File: src/rtl/enc_link_pkg.sv
// Shared constants, state encoding and helpers for the encrypter output link.
// The frame register holds the 80-bit payload followed by the 8-bit CRC.
package enc_link_pkg;

    localparam int unsigned FRAME_BYTES   = 13;
    localparam int unsigned PAYLOAD_BYTES = 10;
    localparam int unsigned PAYLOAD_W     = 80;
    localparam int unsigned CRC_W         = 8;
    localparam int unsigned FRAME_REG_W   = 88;

    localparam logic [7:0] SYNC_BYTE_DEFAULT = 8'hA5;

    typedef enum logic [2:0] {
        IDLE,
        SYNC,
        SEQ,
        PAYLOAD,
        CRC,
        GAP
    } state_e;

    // States in which a frame byte is being offered downstream.
    function automatic logic is_tx_state(input state_e s);
        return (s == SYNC) || (s == SEQ) || (s == PAYLOAD) || (s == CRC);
    endfunction

endpackage

File: src/rtl/enc_frame_tx_if.sv
// Bundle of the payload-capture handshake, byte-stream handshake and status lines.
// master is the framer's view; slave is the surrounding encrypter/link side.
interface enc_frame_tx_if;

    logic        enc_valid;
    logic        enc_ready;
    logic [0:79] enc_data;
    logic [0:7]  enc_crc;

    logic        tx_valid;
    logic        tx_ready;
    logic [0:7]  tx_data;
    logic        tx_last;

    logic        busy;
    logic [0:7]  seq_num;

    modport master (
        input  enc_valid,
        input  enc_data,
        input  enc_crc,
        input  tx_ready,
        output enc_ready,
        output tx_valid,
        output tx_data,
        output tx_last,
        output busy,
        output seq_num
    );

    modport slave (
        output enc_valid,
        output enc_data,
        output enc_crc,
        output tx_ready,
        input  enc_ready,
        input  tx_valid,
        input  tx_data,
        input  tx_last,
        input  busy,
        input  seq_num
    );

endinterface

File: src/rtl/frame_byte_sel.sv
// Combinational selection of the frame byte to transmit for a given state and byte index.
// Outside the transmitting states the selected byte is zero.
module frame_byte_sel
    import enc_link_pkg::*;
#(
    parameter logic [7:0] SYNC_BYTE = SYNC_BYTE_DEFAULT
) (
    input  state_e                 i_state,
    input  logic [3:0]             i_idx,
    input  logic [0:FRAME_REG_W-1] i_frame,
    input  logic [0:7]             i_seq,
    output logic [0:7]             o_byte
);

    always_comb begin
        o_byte = 8'h00;
        unique case (i_state)
            SYNC:    o_byte = SYNC_BYTE;
            SEQ:     o_byte = i_seq;
            PAYLOAD: begin
                for (int k = 0; k < int'(PAYLOAD_BYTES); k++) begin
                    if (i_idx == 4'(k)) begin
                        o_byte = i_frame[8*k +: 8];
                    end
                end
            end
            CRC:     o_byte = i_frame[PAYLOAD_W +: CRC_W];
            default: o_byte = 8'h00;
        endcase
    end

endmodule

File: src/rtl/enc_frame_tx.sv
// Framer: captures one encrypted payload + CRC and streams sync, sequence number,
// ten payload bytes and CRC over a registered valid/ready byte interface.
module enc_frame_tx
    import enc_link_pkg::*;
#(
    parameter logic [7:0]  SYNC_BYTE  = SYNC_BYTE_DEFAULT,
    parameter int unsigned GAP_CYCLES = 2
) (
    input  logic          clk,
    input  logic          rst_n,
    enc_frame_tx_if.master bus
);

    localparam logic [3:0] LAST_IDX = 4'(PAYLOAD_BYTES - 1);
    localparam logic [3:0] GAP_LAST = 4'(GAP_CYCLES - 1);

    state_e                 r_state;
    state_e                 w_state_d;
    logic [3:0]             r_idx;
    logic [3:0]             w_idx_d;
    logic [3:0]             r_gap;
    logic [3:0]             w_gap_d;
    logic [0:FRAME_REG_W-1] r_frame;
    logic [0:FRAME_REG_W-1] w_frame_d;
    logic [0:7]             r_seq;
    logic [0:7]             w_seq_d;
    logic [0:7]             r_seq_lat;
    logic [0:7]             w_seq_lat_d;

    logic                   r_rdy_en;
    logic                   r_tx_valid;
    logic                   r_tx_last;
    logic [0:7]             r_tx_data;
    logic [0:7]             w_tx_byte;

    logic                   w_enc_ready;
    logic                   w_capture;
    logic                   w_accept;

    // Held low through reset and released one clock later, so enc_ready never
    // depends on enc_valid or on the reset pin combinationally.
    assign w_enc_ready = r_rdy_en && (r_state == IDLE);
    assign w_capture   = bus.enc_valid && w_enc_ready;
    assign w_accept    = r_tx_valid && bus.tx_ready;

    always_comb begin
        w_state_d   = r_state;
        w_idx_d     = r_idx;
        w_gap_d     = r_gap;
        w_frame_d   = r_frame;
        w_seq_d     = r_seq;
        w_seq_lat_d = r_seq_lat;
        unique case (r_state)
            IDLE: begin
                if (w_capture) begin
                    w_state_d   = SYNC;
                    w_frame_d   = {bus.enc_data, bus.enc_crc};
                    w_seq_lat_d = r_seq;
                    w_seq_d     = r_seq + 8'd1;
                    w_idx_d     = 4'd0;
                end
            end
            SYNC: begin
                if (w_accept) begin
                    w_state_d = SEQ;
                end
            end
            SEQ: begin
                if (w_accept) begin
                    w_state_d = PAYLOAD;
                    w_idx_d   = 4'd0;
                end
            end
            PAYLOAD: begin
                if (w_accept) begin
                    if (r_idx == LAST_IDX) begin
                        w_state_d = CRC;
                        w_idx_d   = 4'd0;
                    end else begin
                        w_idx_d = r_idx + 4'd1;
                    end
                end
            end
            CRC: begin
                if (w_accept) begin
                    w_gap_d = 4'd0;
                    if (GAP_CYCLES > 0) begin
                        w_state_d = GAP;
                    end else begin
                        w_state_d = IDLE;
                    end
                end
            end
            GAP: begin
                if (r_gap == GAP_LAST) begin
                    w_state_d = IDLE;
                    w_gap_d   = 4'd0;
                end else begin
                    w_gap_d = r_gap + 4'd1;
                end
            end
            default: w_state_d = IDLE;
        endcase
    end

    // Output byte is chosen from next-state values and then registered, so
    // tx_data never sees tx_ready through a combinational path.
    frame_byte_sel #(
        .SYNC_BYTE(SYNC_BYTE)
    ) u_byte_sel (
        .i_state(w_state_d),
        .i_idx  (w_idx_d),
        .i_frame(w_frame_d),
        .i_seq  (w_seq_lat_d),
        .o_byte (w_tx_byte)
    );

    always_ff @(posedge clk or negedge rst_n) begin
        if (!rst_n) begin
            r_state    <= IDLE;
            r_idx      <= 4'd0;
            r_gap      <= 4'd0;
            r_frame    <= '0;
            r_seq      <= 8'h00;
            r_seq_lat  <= 8'h00;
            r_rdy_en   <= 1'b0;
            r_tx_valid <= 1'b0;
            r_tx_last  <= 1'b0;
            r_tx_data  <= 8'h00;
        end else begin
            r_state    <= w_state_d;
            r_idx      <= w_idx_d;
            r_gap      <= w_gap_d;
            r_frame    <= w_frame_d;
            r_seq      <= w_seq_d;
            r_seq_lat  <= w_seq_lat_d;
            r_rdy_en   <= 1'b1;
            r_tx_valid <= is_tx_state(w_state_d);
            r_tx_last  <= (w_state_d == CRC);
            r_tx_data  <= w_tx_byte;
        end
    end

    assign bus.enc_ready = w_enc_ready;
    assign bus.tx_valid  = r_tx_valid;
    assign bus.tx_data   = r_tx_data;
    assign bus.tx_last   = r_tx_last;
    assign bus.busy      = (r_state != IDLE);
    assign bus.seq_num   = r_seq;

endmodule

File: src/flat_wrapper.sv
// flat-port wrapper written by rule: the top's interface ports become plain ports
module enc_frame_tx_flat import enc_link_pkg::*;
#(
    parameter logic [7:0]  SYNC_BYTE  = SYNC_BYTE_DEFAULT,
    parameter int unsigned GAP_CYCLES = 2
)
  (clk, rst_n, bus_enc_valid, bus_enc_data, bus_enc_crc, bus_tx_ready, bus_enc_ready, bus_tx_valid, bus_tx_data, bus_tx_last, bus_busy, bus_seq_num);
  enc_frame_tx_if bus_i ();
  input  logic clk;
  input  logic rst_n;
  input wire logic [$bits(bus_i.enc_valid)-1:0] bus_enc_valid;
  input wire logic [$bits(bus_i.enc_data)-1:0] bus_enc_data;
  input wire logic [$bits(bus_i.enc_crc)-1:0] bus_enc_crc;
  input wire logic [$bits(bus_i.tx_ready)-1:0] bus_tx_ready;
  output wire logic [$bits(bus_i.enc_ready)-1:0] bus_enc_ready;
  output wire logic [$bits(bus_i.tx_valid)-1:0] bus_tx_valid;
  output wire logic [$bits(bus_i.tx_data)-1:0] bus_tx_data;
  output wire logic [$bits(bus_i.tx_last)-1:0] bus_tx_last;
  output wire logic [$bits(bus_i.busy)-1:0] bus_busy;
  output wire logic [$bits(bus_i.seq_num)-1:0] bus_seq_num;
  assign bus_i.enc_valid = bus_enc_valid;
  assign bus_i.enc_data = bus_enc_data;
  assign bus_i.enc_crc = bus_enc_crc;
  assign bus_i.tx_ready = bus_tx_ready;
  assign bus_enc_ready = bus_i.enc_ready;
  assign bus_tx_valid = bus_i.tx_valid;
  assign bus_tx_data = bus_i.tx_data;
  assign bus_tx_last = bus_i.tx_last;
  assign bus_busy = bus_i.busy;
  assign bus_seq_num = bus_i.seq_num;
  enc_frame_tx #(.SYNC_BYTE(SYNC_BYTE), .GAP_CYCLES(GAP_CYCLES)) u_core (.clk(clk), .rst_n(rst_n), .bus(bus_i));
endmodule
File: config.mk
export PLATFORM = sky130hd
export DESIGN_NAME = enc_frame_tx_flat
export DESIGN_NICKNAME = d
export VERILOG_FILES = /design/src/rtl/enc_link_pkg.sv /design/src/rtl/enc_frame_tx_if.sv /design/src/rtl/frame_byte_sel.sv /design/src/rtl/enc_frame_tx.sv /design/src/flat_wrapper.sv
export SDC_FILE = /design/constraint.sdc
export NUM_CORES = 1
export LEC_CHECK = 0
export ABC_AREA = 1
export BUFFER_PORTS_ARGS = -buffer_cell sky130_fd_sc_hd__buf_2
export CAP_MARGIN = 20
export CORE_ASPECT_RATIO = 0.75
export CORE_MARGIN = 1
export CORE_UTILIZATION = 31
export CTS_BUF_LIST = sky130_fd_sc_hd__clkbuf_16
export DETAILED_ROUTE_END_ITERATION = 6
export SYNTH_ARGS = -nofsm -noshare
export SYNTH_HDL_FRONTEND = slang
export SYNTH_HIERARCHICAL = 1
export SYNTH_SLANG_ARGS = --single-unit
File: constraint.sdc
create_clock -name clk -period 2.4 [get_ports clk]
set_input_delay 0.12 -clock clk [delete_from_list [all_inputs] [get_ports clk]]
set_output_delay 0.12 -clock clk [all_outputs]
set_load 0.005 [all_outputs]
; After elaboration in Yosys (flattened, before gate mapping)
; Cells that the tools add are included.
[totals]
ff_bits = 126
in_bits = 92
out_inout_bits = 20
elab_cells = 77
[classes]
addsub = 3
n_eq_ne = 21
n_mux = 31
reduce_logical = 12
[ops]
columns = cell, count
row1 = $mux W88, 2
row2 = $mux W8, 12
row3 = $pmux W8 S4, 1
row4 = $mux W4, 6
row5 = $mux W3, 7
row6 = $pmux W3 S6, 1
row7 = $eq A4 B3 Y1 const B, 4
row8 = $eq A3 B2 Y1 const B, 4
row9 = $eq A4 B4 Y1 const B, 3
row10 = $pmux W4 S3, 1
row11 = $eq A3 B3 Y1 const B, 3
row12 = $add A4 B1 Y4 const B, 2
row13 = $add A8 B1 Y8 const B, 1
row14 = $eq A4 B1 Y1 const B, 2
row15 = $eq A4 B2 Y1 const B, 2
row16 = $pmux W4 S2, 1
row17 = $eq A3 B1 Y1 const B, 2
row18 = $logic_not A4 Y1, 1
row19 = $reduce_and A2 Y1, 2
row20 = $logic_and A1 B1 Y1, 3
row21 = $logic_not A3 Y1, 1
row22 = $logic_or A1 B1 Y1, 3
row23 = $reduce_bool A3 Y1, 1
row24 = $ne A2 B1 Y1 const B, 1
row25 = $reduce_bool A2 Y1, 1

; Longest topological paths before layout
[depth]
word_depth = 17
ltp_mapped = 24
depth_no_buf = 24

; By module
; Netlist, hierarchy kept.
[modules_own_cells]
columns = module, instances, cells_each, area_per_inst_um2, seq_area_each_um2
row1 = enc_frame_tx, 1, 557, 4983.5, 3153.0
row2 = frame_byte_sel, 1, 225, 991.0, 0.0

; Least setup slack after synthesis
; No wires, ideal clock.
[synth_path]
kind = register -> register
start = register u_core.r_idx[0]
end = register u_core.r_tx_data (netlist bit u_core/bus.tx_data[0])
setup_time_ps = 119
arrival_ps = 2266
t_required_ps = 2281
path_slack_ps = 15
path_stages_with_launch = 16
synth_period_minus_slack_ps = 2385
cell_sequence = dfrtp_1 -> ha_1 -> nand2_1 -> nor2_1 -> nand2_1 -> nand2_1 -> nand2_1 -> o21ai_0 -> a22oi_1 -> nand2_1 -> nor3_4 -> inv_2 -> o21ai_0 -> inv_1 -> nand2_1 -> nand2_1
[synth_via]
elab_chain_len = 16
elab_cells_between_ends = 35
cone_classes = add/sub (1) / eq/ne (14) / mux (19) / reduce/logical (1)
[synth_rtl]
columns = element, line
row1 = "start, declared", enc_frame_tx.sv:19  ; logic [3:0] r_idx;
row2 = "start signal, assigned", enc_frame_tx.sv:132  ; r_idx <= w_idx_d;
row3 = $add A4 B1 Y4 or $eq A4 B4 Y1 (tied branches), "enc_frame_tx.sv:80, enc_frame_tx.sv:76"
row4 = $mux W4, enc_frame_tx.sv:76  ; if (r_idx == LAST_IDX) begin
row5 = $mux W4, enc_frame_tx.sv:75  ; if (w_accept) begin
row6 = $pmux W4 S3 (*), enc_frame_tx.sv:53  ; unique case (r_state)
row7 = via u_core.w_idx_d[0], enc_frame_tx.sv:20  ; logic [3:0] w_idx_d;
row8 = $logic_not A4 Y1, frame_byte_sel.sv:22  ; if (i_idx == 4'(k)) begin
row9 = $mux W8 (9 in series), frame_byte_sel.sv:22
row10 = $mux W8 (*), frame_byte_sel.sv:22
row11 = $pmux W8 S4 (*), frame_byte_sel.sv:17  ; unique case (i_state)
row12 = via u_core.w_tx_byte (one bit), enc_frame_tx.sv:34  ; logic [0:7] w_tx_byte;
row13 = "end signal, assigned", enc_frame_tx.sv:140  ; r_tx_data <= w_tx_byte;
row14 = "end, declared", enc_frame_tx.sv:33  ; logic [0:7] r_tx_data;
; The timed path passes the listed nets; every way through them passes the cells marked *.
; A chain may end at the register's enable or synchronous reset.

; Worst setup path in the final report
[layout_path]
start = register u_core.r_idx[0]
end = register u_core.r_tx_data (netlist bit u_core/bus.tx_data[7])
; Same word-level chain as after synthesis.

==> results_tabular.tex <==
\begin{tabular}{lr}
\hline
Metric & Value \\
\hline
\multicolumn{2}{l}{\textbf{Setup path}} \\
Critical path, cell by cell & ha\_2 > nand2\_1 > nor2\_1 > nand2\_1 > nand2\_2 > nand2\_2 > o21ai\_2 > a22oi\_2 > buf\_4 > nand2\_1 > buf\_6 > nor2\_4 > nand2\_1 > nand2\_1 > nor2\_2 > nand4\_1 > nand2\_2 > nand3\_2 > nand2\_1 > nand2\_1 \\
Endpoint required time on the critical path & about 2.8 ns \\
Type of the setup path with the least slack & flip-flop to flip-flop \\
Arrival time worst endpoint & around 2.8 ns \\
Crit path buffers/inverters & 2 \\
Crit path largest cell delay & approximately 0.38 ns \\
Reg-to-reg slack, setup & -0.04 ns \\
Source of the worst register-to-register timing path & u\_core/r\_idx[0] \\
CP top delay family & simple AND/OR/NAND/NOR gates \\
Cell with the biggest individual delay on the critical path & dfrtp\_1 \\
Most frequent cell on the critical path & nand2\_1 \\
Kind of end point of the critical path & flip-flop \\
Worst Path Max Fanout & 7 \\
Capturing point of the worst reg2reg path & u\_core/bus.tx\_data[7] \\
Startpoint type of the worst setup path & flip-flop \\
Cell depth of the worst flop-to-flop path & 20 \\
\multicolumn{2}{l}{\textbf{STA}} \\
Fmax & just over 0.4 GHz \\
Post-route worst setup slack & -0.04222 ns \\
Hold\_ws & $\sim$0.058 ns \\
Portion of the clock cycle consumed by the worst path in the final layout & 1.018 \\
Actual slew at the worst max-slew pin & around 0.56 ns \\
Setup repair after global routing missed its margin & true \\
Setup Viol. Count Final & 5 \\
Final critical path time including I/O delays and setup & around 2.4 ns \\
Final number of max-transition violations & 0 \\
Final hold vios & 0 \\
Relative slew slack & 0.6236 \\
Maximum clock skew at final layout & between 0.008 and 0.009 ns \\
\multicolumn{2}{l}{\textbf{Clocking}} \\
Number of sinks driven by the clock tree & around 130 \\
Clock latency at the later pin of the worst-skew pair & slightly above 0.4 ns \\
CTS max path bufs & 2 \\
Total CTS buffers & 17 \\
Level count of the clock H-tree & 4 \\
Clock tree from TritonCTS & built \\
CTS root buffer & clkbuf\_16 \\
Clock-pin slew of the registers on the worst-case setup and hold paths & roughly 0.050 ns \\
\multicolumn{2}{l}{\textbf{Final layout}} \\
Layout cells sized above 1 & 0.2421 \\
End-of-flow core utilization & 0.4763 \\
Design area & about 9000 um\^{}2 \\
Nets & 1,135 \\
Non-filler instance count after layout & 1,296 \\
Inserted Diodes & 0 \\
Area growth from synthesis to layout & 48.84\% \\
\multicolumn{2}{l}{\textbf{Detailed routing}} \\
Wire length per cell & roughly 13 um \\
Wire length on met3 & around 1200 um \\
Iteration-0 DRC count of the detailed router & 309 \\
Routed length on met2 & 7185 um \\
Topmost layer with routed signal wires & met4 \\
Vias per cell & 4.421 \\
Total wire length after detailed routing & approximately 17,000 um \\
Via count & 5,730 \\
Drt drc & 0 \\
Wire length the detailed router placed on met1 & 8728 um \\
Drt first pass iters & 5 \\
Number of nets still failing antenna checks after routing & 0 \\
\multicolumn{2}{l}{\textbf{Yosys}} \\
Cell types with the highest counts after synthesis & nand2\_1 (402), dfrtp\_1 (126), inv\_1 (67) \\
Cell types occupying the most area after synthesis & dfrtp\_1 (53\%), nand2\_1 (25\%), inv\_1 (4.2\%), nand3\_1 (2.3\%), nor2\_1 (1.9\%) \\
Post-synth EDFFs & 0 \\
Mapped Area & 5974 um\^{}2 \\
Most instantiated flip-flop cell in the synthesis netlist & dfrtp\_1 \\
Count of different cell masters after synthesis & 31 \\
Post-synthesis register bit count & between 100 and 150 \\
Count of synthesis-stage warnings from yosys & 6 \\
Share of the yosys chip area belonging to registers & 0.5277 \\
Post-synth top area share & 0.5277 \\
Synthesized Nets & just under 900 \\
Fraction of registers with async set or reset after synthesis & 1.000 \\
Yosys top cell by area & dfrtp\_1 \\
Number of instances in the synthesized netlist & roughly 780 \\
Most frequently used cell type in the post-synthesis netlist & nand2\_1 \\
Synthesized area per cell & 7.640 um\^{}2 \\
\multicolumn{2}{l}{\textbf{GRT}} \\
Initial antenna violation count & 0 \\
GRT Total Usage & 0.1814 \\
Via count of the first global-routing pass & 5,604 \\
Pin count of the biggest net entering global routing & 57 \\
Global-route congestion overflow total & 0 \\
Wire length of the first global-routing pass & 27,640 um \\
\multicolumn{2}{l}{\textbf{Hold path}} \\
Min-Delay Startpoint & bus\_enc\_crc[3] \\
Type of the worst min-delay path & input port to flip-flop \\
Hold Crit Endpoint & u\_core/r\_frame[84] \\
Number of cells on the worst hold path & 4 \\
\multicolumn{2}{l}{\textbf{Job}} \\
Max-capacitance violation count & 0 \\
\multicolumn{2}{l}{\textbf{Pwr}} \\
Combinational group share of total power & 0.381 \\
Power density over cell area & 1077 nW/um\^{}2 \\
Net switching fraction of the power & 0.3602 \\
IR Drop Worst-Case VDD & between 0.5 and 0.6 mV \\
Leakage & 4.762 nW \\
Portion of total power attributed to the clock network & 0.269 \\
Net Sw Power & roughly 3.4 mW \\
Share of power burned in registers & 0.350 \\
Cell-internal power & just over 6 mW \\
\multicolumn{2}{l}{\textbf{Die}} \\
Die Outline Area & just under 20,000 um\^{}2 \\
Row count & 43 \\
Initial Util & 0.3200 \\
Area of the core & around 19,000 um\^{}2 \\
Die Span X & $\sim$160 um \\
I/O Pins & between 100 and 150 \\
Floorplan die height & approximately 120 um \\
\multicolumn{2}{l}{\textbf{Placement}} \\
Total placed cells including tap cells & approximately 1,200 \\
HPWL after detailed placement & 11,910 um \\
Final weighted congestion of routability-driven global placement & $\sim$0.85 \\
DP Area & just over 7000 um\^{}2 \\
Worst slack after detailed placement & -0.2575 ns \\
Buffers added on ports & $\sim$110 \\
\multicolumn{2}{l}{\textbf{Status}} \\
Status & finished with violations \\
Failing checks & negative setup slack \\
\hline
\end{tabular}
[per-layer routing]
metal | global-route usage | up-vias
met2 | 0.2676 | 177
li1 | - | 2935
met3 | 0.04562 | 13
met4 | 0.04599 | 0
met5 | 0 | -
met1 | 0.2637 | 2605
[how the worst max path moves through the flow]
stage | endpoint | depth (start not counted) | from
6_report | u_core/bus.tx_data[7] | 20 | u_core/r_idx[0]
5_1_grt | u_core/bus.tx_data[0] | 25 | u_core/r_idx[1]
4_1_cts | u_core/bus.tx_data[7] | 19 | u_core/r_idx[0]
3_5_place_dp | u_core/bus.tx_data[6] | 18 | u_core/r_idx[1]
3_3_place_gp | u_core/bus.tx_data[6] | 15 | u_core/r_state[2]
2_1_floorplan | u_core/bus.tx_data[0] | 15 | u_core/r_idx[0]
[power groups by stage]
stage / clock network (mW) / registers (mW) / logic (mW)
floorplan: 0 / 3.31 / 2.05
detailed placement: 0 / 3.38 / 3.26
CTS: 2.62 / 3.36 / 3.49
global placement: 0 / 3.37 / 3.23
global route: 2.72 / 3.45 / 4.11
finish: 2.57 / 3.35 / 3.65
[per-stage QoR]
stage / power (mW) / TNS [ns]
finish: 9.574 / -0.1619
global route: 10.28 / -1.642
CTS: 9.473 / -0.02997
detailed placement: 6.634 / -1.370
global placement: 6.603 / -1.122
floorplan: 5.357 / 0
[logic make-up (layout without fill, tap and decap cells)]
logic type	count (synthesis)	after routing	share of synthesized area
simple gates	497	498	0.3388
flops	126	126	0.5277
buf+inv	94	360	0.06387
compound gates	51	51	0.04670
xor+xnor	8	8	0.01173
fa+ha+maj	5	5	0.01047
other cells	1	1	0.0006277
[what timing repair did]
| action | in CTS | in global routing |
|---|---|---|
| pin swaps | 15 | 15 |
| hold buffers | 87 | 0 |
| cloned | 0 | 2 |
| gates resized for setup | 43 | 29 |
| setup endpoints to repair | 8 | 8 |
| hold endpoints to repair | 126 | 0 |
| setup buffers | 3 | 10 |
[placed cells by master, fill, tap and decap left out, types with 3 or more instances in the layout]
master | synthesis | layout
a21oi_1 | 18 | 17
a22o_1 | 4 | 4
buf_2 | 17 | 110
buf_4 | 2 | 53
buf_6 | 0 | 8
bufinv_16 | 0 | 4
clkbuf_16 | 0 | 17
clkinv_1 | 0 | 3
clkinv_2 | 0 | 3
dfrtp_1 | 126 | 125
dlygate4sd3_1 | 0 | 87
ha_1 | 5 | 4
inv_1 | 67 | 65
inv_2 | 3 | 6
nand2_1 | 402 | 387
nand2_2 | 0 | 12
nand2_4 | 0 | 3
nand3_1 | 28 | 24
nand3_2 | 0 | 4
nand4_1 | 14 | 14
nor2_1 | 31 | 19
nor2_2 | 3 | 10
nor2_4 | 2 | 8
nor3_1 | 6 | 4
nor3_4 | 1 | 3
o21ai_0 | 22 | 18
o21ai_1 | 2 | 5
o22ai_1 | 3 | 3
or2_0 | 4 | 4
xor2_1 | 7 | 7
[flip-flops by register name, summed over array words and instances, names as in the netlist]
signal,flops
u_core/bus.seq_num,8
u_core/bus.tx_data,8
u_core/bus.tx_last,1
u_core/bus.tx_valid,1
u_core/r_frame,88
u_core/r_gap,4
u_core/r_idx,4
u_core/r_rdy_en,1
u_core/r_seq_lat,8
u_core/r_state,3
[tightest hold or removal path, stage by stage]
cell and delay, ns:
buf_2 0.07, nand2_1 0.05, nand2_1 0.09, buf_4 0.11
[layout make-up]
cell class              count  area (um^2)
fillers                  1779         9777
flip-flops and latches    126         3154
multi-input cells         563         2629
repair buffers            260         1949
clock buffers              17        425.4
well taps                 247        309.0
inverters                  70        267.8
clock inverters            13        157.7
Note: power is estimated with default switching activity, not from simulation.
